`config.mk`:
```
export PLATFORM = sky130hd
export DESIGN_NAME = tx_uart_manager
export DESIGN_NICKNAME = d
export VERILOG_FILES = /design/src/rtl/tx_uart_manager.sv
export SDC_FILE = /design/constraint.sdc
export NUM_CORES = 1
export LEC_CHECK = 0
export CORE_UTILIZATION = 50
export CTS_CLUSTER_SIZE = 24
export DETAILED_ROUTE_END_ITERATION = 8
export GPL_TIMING_DRIVEN = 0
export HOLD_SLACK_MARGIN = 0.06
export PLACE_DENSITY = 0.84
export SYNTH_ARGS = -nofsm -noshare
export SYNTH_HDL_FRONTEND = slang
export SYNTH_SLANG_ARGS = --single-unit
```
`constraint.sdc`:
```
create_clock -name Clk -period 2.25 [get_ports Clk]
set_input_delay 0.5625 -clock Clk [delete_from_list [all_inputs] [get_ports Clk]]
set_output_delay 0.5625 -clock Clk [all_outputs]
set_load 0.01 [all_outputs]
```
`src/rtl/tx_uart_manager.sv`:
```
// Response frame builder for the UART transmit path: body bytes for the latched
// response code followed by two full-stop bytes, handed to the serializer one at a time.
module tx_uart_manager #(
  parameter logic [39:0] ID_STR   = 40'h48_69_20_49_44,
  parameter logic [7:0]  FS_BYTE  = 8'hFF,
  parameter logic [7:0]  PAD_BYTE = 8'hFE
) (
  input  logic       Clk,
  input  logic       nRst,
  input  logic       Send,
  input  logic [3:0] RespCode,
  input  logic [7:0] Payload,
  output logic [7:0] TxData,
  output logic       TxStart,
  input  logic       TxBusy,
  output logic       TBusy,
  output logic       Err,
  output logic       Clipped
);

  typedef enum logic [2:0] {IDLE, ARM, STRT, ACK, SEND} state_t;

  state_t     state, state_next;
  logic [3:0] code, code_next;
  logic [7:0] pay, pay_next;
  logic [2:0] len, len_next;
  logic [2:0] index, index_next;
  logic [7:0] tx_data_next;
  logic       tx_start_next, err_next, clipped_next;
  logic [7:0] cur_byte;
  logic       cur_is_pay;
  logic [2:0] accept_body;

  // Body length per response code; zero marks an unsupported code.
  function automatic logic [2:0] body_length(input logic [3:0] c);
    case (c)
      4'b0001:                            body_length = 3'd5;
      4'b0011, 4'b0101, 4'b0111, 4'b1111: body_length = 3'd2;
      4'b1000, 4'b1001, 4'b1010, 4'b1011: body_length = 3'd3;
      default:                            body_length = 3'd0;
    endcase
  endfunction

  assign accept_body = body_length(RespCode);
  assign TBusy       = (state != IDLE);

  always_comb begin
    cur_byte   = FS_BYTE;
    cur_is_pay = 1'b0;
    if (index < len - 3'd2) begin
      case (code)
        4'b0001:
          case (index)
            3'd0:    cur_byte = ID_STR[39:32];
            3'd1:    cur_byte = ID_STR[31:24];
            3'd2:    cur_byte = ID_STR[23:16];
            3'd3:    cur_byte = ID_STR[15:8];
            default: cur_byte = ID_STR[7:0];
          endcase
        4'b0011: cur_byte = 8'h47;
        4'b0101: cur_byte = (index == 3'd0) ? 8'h4C : 8'hC4;
        4'b0111: if (index == 3'd0) cur_byte = 8'h67; else cur_is_pay = 1'b1;
        4'b1000: if (index < 3'd2) cur_byte = 8'hAD; else cur_is_pay = 1'b1;
        4'b1001: if (index < 3'd2) cur_byte = 8'hBD; else cur_is_pay = 1'b1;
        4'b1010: if (index < 3'd2) cur_byte = 8'hDA; else cur_is_pay = 1'b1;
        4'b1011: if (index < 3'd2) cur_byte = 8'hDB; else cur_is_pay = 1'b1;
        4'b1111: cur_byte = (index == 3'd0) ? 8'h72 : 8'h52;
        default: cur_byte = FS_BYTE;
      endcase
    end
    // A payload equal to the delimiter would end the frame early at the receiver.
    if (cur_is_pay) cur_byte = (pay == FS_BYTE) ? PAD_BYTE : pay;
  end

  always_comb begin
    state_next    = state;
    code_next     = code;
    pay_next      = pay;
    len_next      = len;
    index_next    = index;
    tx_data_next  = TxData;
    tx_start_next = 1'b0;
    err_next      = 1'b0;
    clipped_next  = 1'b0;
    case (state)
      IDLE:
        if (Send) begin
          code_next = RespCode;
          pay_next  = Payload;
          if (accept_body != 3'd0) begin
            len_next   = accept_body + 3'd2;
            index_next = 3'd0;
            state_next = ARM;
          end else begin
            err_next = 1'b1;
          end
        end
      ARM:
        if (!TxBusy) state_next = STRT;
      STRT: begin
        tx_data_next  = cur_byte;
        tx_start_next = 1'b1;
        clipped_next  = cur_is_pay && (pay == FS_BYTE);
        state_next    = ACK;
      end
      ACK:
        if (TxBusy) state_next = SEND;
      SEND:
        if (!TxBusy) begin
          index_next = index + 3'd1;
          state_next = (index + 3'd1 == len) ? IDLE : STRT;
        end
      default: state_next = IDLE;
    endcase
  end

  always_ff @(posedge Clk or negedge nRst) begin
    if (!nRst) begin
      state   <= IDLE;
      code    <= '0;
      pay     <= '0;
      len     <= '0;
      index   <= '0;
      TxData  <= '0;
      TxStart <= 1'b0;
      Err     <= 1'b0;
      Clipped <= 1'b0;
    end else begin
      state   <= state_next;
      code    <= code_next;
      pay     <= pay_next;
      len     <= len_next;
      index   <= index_next;
      TxData  <= tx_data_next;
      TxStart <= tx_start_next;
      Err     <= err_next;
      Clipped <= clipped_next;
    end
  end

endmodule

```
Word-level counts from Yosys, hierarchy flattened. Memories as Yosys holds them, arrays and structs flattened. Cells that the tools add are included.

Memories: 1. Logic and storage cells: 81. Output and inout bits: 12. Bits in read-only memories: 48. Register bits: 32.

Reduce and logical (&&, ||, !) cells: 11. Eq/ne operators: 23. Multiplexer cells: 32. Add/subtract/negate cells: 3. Magnitude comparators: 2.

Memories: (no name shown) (depth 16, width 3, rd ports 1, clocked after memory_dff 0, write ports 0, RTL line 36) `case (c)`.

Operators with widths (number): 8-bit case mux with 9 select lines (1); 8-bit 2-to-1 mux (5); 7-bit case mux with 4 select lines (1); 3-bit 2-to-1 mux (8); 4-bit equality test, second input constant (5); 6-bit 2-to-1 mux (3); 3-bit case mux with 5 select lines (1); 7-bit 2-to-1 mux (2); 3-bit by 2-bit equality test with 1-bit output, second input constant (4); 2-bit != test, second input constant (5); 4-bit by 3-bit equality test with 1-bit output, second input constant (2); 8-bit equality test, second input constant (1); 1-bit 2-to-1 mux (8); 3-bit by 1-bit equality test with 1-bit output, second input constant (2); 3-bit zero test (2); 3-bit case mux with 2 select lines (1); 3-bit nonzero test (2); 5-bit AND reduction (1); 4-bit by 1-bit equality test with 1-bit output, second input constant (1); 4-bit by 2-bit equality test with 1-bit output, second input constant (1); 4-bit AND reduction (1); 4-bit OR reduction (1); 3-bit by 1-bit adder with 3-bit output, second input constant (1); 3-bit by 2-bit adder with 3-bit output, second input constant (1); 11 further kinds (11).

Longest topological paths before layout.
Depth in word-level cells: 6. Depth in mapped cells: 8. Mapped depth without buffers: 7.

Worst setup path after synthesis. Ideal clock, no wire load.

Path kind: register to register. From: register len[1]. To: register Clipped. Clock period less this slack: 1927 ps. Buffers on the path: 1. Cell stages (with the launch flop): 7. Setup time: 95 ps. Arrival time: 1832 ps. Path slack: 323 ps. Cells stage by stage: dfrtp_1 -> xor2_1 -> ha_1 -> or4b_4 -> a211o_1 -> buf_6 -> nor4_4.

Word-level cells in the longest chain between the ends: 5.

Ends and longest elaborated chain: start: declaration (RTL line 26) `logic [2:0] len, len_next;`; start signal: assignment (RTL line 132) `len <= len_next;`; 3-bit by 2-bit subtractor with 3-bit output (RTL line 50) `if (index < len - 3'd2) begin`; 3-bit < comparator (RTL line 50); 1-bit 2-to-1 mux (RTL line 50); 1-bit logical AND (RTL line 103) `clipped_next = cur_is_pay && (pay == FS_BYTE);`; 1-bit 2-to-1 mux (RTL line 85) `case (state)`; net clipped_next (RTL line 29) `logic tx_start_next, err_next, clipped_next;`; end signal: assignment (RTL line 137) `Clipped <= clipped_next;`; end: declaration (RTL line 18) `output logic Clipped`.

The timed path passes the listed nets, and every way through them passes these cells. A chain may end at the register's enable or synchronous reset.

Worst setup path in the final report.
From: register len[1]. To: register TxData[3].

Word-level cells in the longest chain between the ends: 4. Elaborated cells on any way between the ends: 5. Those cells by class: add/sub (1); order compare (1); mux (3).

Ends and longest elaborated chain: 3-bit by 2-bit subtractor with 3-bit output (*) (RTL line 50); 3-bit < comparator (*) (RTL line 50); 8-bit 2-to-1 mux or 1-bit 2-to-1 mux (tied branches) (RTL line 50); 8-bit 2-to-1 mux (*) (RTL line 72) `if (cur_is_pay) cur_byte = (pay == FS_BYTE) ? PAD_BYTE : pay;`; end signal: assignment (RTL line 134) `TxData <= tx_data_next;`; end: declaration (RTL line 13) `output logic [7:0] TxData,`.

Mark *: on every way between the ends. The rest lies on a longest branch, timed or not.

==> key figures <==
Outcome
  • Status: finished, final reports clean

Routing
  • DR pass1 iterations: 4
  • Drt via density: 5.70
  • Antenna-violating nets left: 0
  • DR DRC count: 0
  • Post-Route WL: 4090 µm
  • DR iter-0 viols: 89
  • WL per Instance: 14.2 µm
  • Via count: 1635

STA
  • Slew margin rel.: 0.531
  • Max Fclk: 468 MHz
  • Post-Route Skew: 0.00696 ns
  • Final min period: 2.14 ns
  • Final Hold Viols: 0
  • Setup TNS: 0 ns
  • RSZ-0062 raised after global routing: false
  • Tightest Pin Transition: 0.704 ns
  • Setup violators final: 0
  • Final Slew Violations: 0
  • Final Cycle Share: 0.949

GRT
  • Largest net degree at the start of global routing: 33
  • GRT Residual Overflow: 0
  • Vias in the first global route: 1559
  • First-pass GRT wire length: 7280 µm
  • Initial antenna violation count: 0
  • All-Layer GR Usage: 0.243

Cells and area
  • Area delta synth->final: 21.0%
  • Fin nets: 264
  • Fraction of layout cells with a size suffix above 1: 0.0871
  • Design Area, Final: 0.00221 mm²
  • N_diodes: 0

Yosys
  • Yosys reg bits: 32
  • Yosys top cell area share: 0.438
  • Top cells by area, synth: dfrtp_1 (44%), nand2_1 (8.2%), ha_1 (5.5%)
  • Area leader, netlist: dfrtp_1
  • Ys Warns: 0
  • Mean Syn Cell Area: 8.87 µm²
  • Synth Instances: 206
  • Sequential fraction of the synthesis area: 0.438
  • Post-synth EDFFs: 0
  • Ys async rst share: 1.00
  • Primary FF master, synth: dfrtp_1
  • Netlist cell types: 43
  • Synth Cell Area: 0.00183 mm²
  • Syn_nets: 230

Worst hold path
  • Worst Hold Class: in -> async

Die
  • I/O Pins: 28
  • Die H: 62.4 µm
  • DIE WIDTH: 62.4 µm
  • Die area: 0.00390 mm²
  • Core region area: 0.00342 mm²
  • Initial Util: 0.535
  • Row cnt: 21

Critical path
  • Crit path launch: len[1]$_DFFE_PN0P_
  • Worst R2R Setup Slack: 0.11 ns
  • CP Buf/Inv Count: 0
  • CP Cell Sequence: xor2_1 -> ha_1 -> or4b_4 -> nor4_2 -> a21boi_0 -> nor2_1
  • Worst Reg-to-Reg Cells: 6
  • R2r startpoint: len[1]$_DFFE_PN0P_
  • Crit Path Class: reg -> reg
  • Worst path depth: 6
  • Setup crit start kind: flip-flop
  • Slowest stage delay, CP: 0.54 ns
  • Crit path to: TxData[3]$_DFFE_PN0P_
  • Worst R2R End: TxData[3]$_DFFE_PN0P_
  • Arrival @ worst endpoint: 2.37 ns
  • Largest delay contributor family on the critical path: simple AND/OR/NAND/NOR gates
  • CP Data Required Time: 2.48 ns
  • Slowest stage cell, crit path: or4b_4
  • Max FO, Critical Path: 4
  • Worst Setup End Kind: flip-flop

CTS
  • Worst-Skew Late Latency: 0.34 ns
  • CTS Sinks: 32
  • H-tree levels: 2
  • CTS buffer count: 5
  • CTS tree: done
  • Clock slew at reported path FFs: 0.10 ns
  • Hold_buf cts: 0
  • Max Root-Sink Buffers: 2
  • Root buffer cell: clkbuf_4
  • Post-CTS Setup Repair Bufs: 0

Placement
  • Port Buffer Count: 27
  • Placer Congestion: 0.969
  • Placement Cell Area: 0.00215 mm²
  • Post-detail-place hpwl: 3050 µm

Power
  • Maximum vdd drop: 0.709 mV
  • Pleak: 0.000966 µW
  • P per Cell Area: 1270 mW/mm²
  • Overall power: 2800 µW

Run
  • Max_cap viols: 0
cell usage after synthesis, drive strengths merged, types with 3 or more instances:
master and count:
nand2 40, dfrtp 32, nor2 14, o21ai 12, o22ai 9, a21oi 8, ha 8, inv 8
nor2b 8, buf 6, a31oi 5, clkbuf 5, nand2b 5, nand3 4, a22o 3, nand4 3
nor3 3, nor4 3, o41ai 3
timing repair:
action / 4_1_cts / 5_1_grt
gates cloned: 0 / 0
resized for setup: 1 / 1
endpoints found under the setup margin: 1 / 1
hold endpoints to repair: 0 / 0
cells in the final DEF, fill, tap and decap left out, types with 2 or more instances in the layout:
master            n
nand2_1          40
dfrtp_1          32
clkdlybuf4s50_1  25
nor2_1           14
o21ai_0          12
o22ai_1           9
inv_1             8
nor2b_1           8
a21oi_1           8
ha_1              8
clkbuf_1          5
nand2b_1          5
a31oi_1           5
clkbuf_4          5
buf_2             4
nand3_1           4
nand4_1           3
nor3_1            3
a22o_1            3
o41ai_1           3
xor2_1            2
buf_6             2
a21o_1            2
and2_1            2
a21bo_2           2
xnor2_1           2
nor3b_1           2
clkinv_2          2
sequential cells by signal, indices dropped and copies added (netlist names):
signal,cells
Err,1
len,3
TxData,8
TxStart,1
code,4
Clipped,1
index,3
pay,8
state,3
power by group:
part           switching (µW)  leakage [µW]  internal (µW)
clock network             204     0.0000349            120
registers                 198      0.000384            809
logic                     816      0.000547            656
total                    1220      0.000966           1580
worst min path at each step:
stage | from | to | slack (ns) | depth (start not counted)
floorplan | nRst | Clipped$_DFF_PN0_ | 0.27 | 0
global placement | len[0]$_DFFE_PN0P_ | len[0]$_DFFE_PN0P_ | 0.47 | 2
detailed placement | len[0]$_DFFE_PN0P_ | len[0]$_DFFE_PN0P_ | 0.48 | 2
CTS | len[0]$_DFFE_PN0P_ | len[0]$_DFFE_PN0P_ | 0.50 | 2
global route | nRst | pay[7]$_DFFE_PN0P_ | 0.29 | 1
finish | nRst | state[2]$_DFFE_PN0P_ | 0.26 | 1
logic make-up after synthesis:
kind of cell | share of synthesized area
DFF | 0.438
adders and majority gates | 0.0603
and+or+nand+nor | 0.246
AOI/OAI and AO/OA | 0.187
buffers and inverters | 0.0493
xor gates and xnor gates | 0.0192
worst reg2reg max path: stages, from the launching register on:
cell and delay (ns):
dfrtp_1 0.46, xor2_1 0.18, ha_1 0.19, or4b_4 0.54, nor4_2 0.34, a21boi_0 0.26, nor2_1 0.07
through the flow:
stage               instances  hold WS [ns]  worst slack, ns  utilization
CTS                       287         0.499           0.0654        0.647
floorplan                 206         0.267            0.323            -
global placement          279         0.474          -0.0414        0.631
global route              287         0.293          0.00791        0.647
detailed placement        279         0.476          -0.0701        0.631
finish                    287         0.259            0.114        0.647
final cells by class:
cell class / instances / area [µm²]
fillers: 301 / 1200
repair buffers: 27 / 264
clock inverters: 3 / 18.8
clock buffers: 5 / 37.5
well taps: 46 / 57.6
inverters: 8 / 30.0
multi-input cells: 155 / 942
plain buffers: 11 / 60.1
flip-flops and latches: 32 / 801
layer usage:
metal	vias up	part of all wire	GRT usage
li1	801	-	-
met1	762	0.47	0.336
met2	60	0.46	0.359
met3	12	0.052	0.0529
met4	0	0.026	0.122
met5	-	0	0
(Power assumes the default switching activity.)
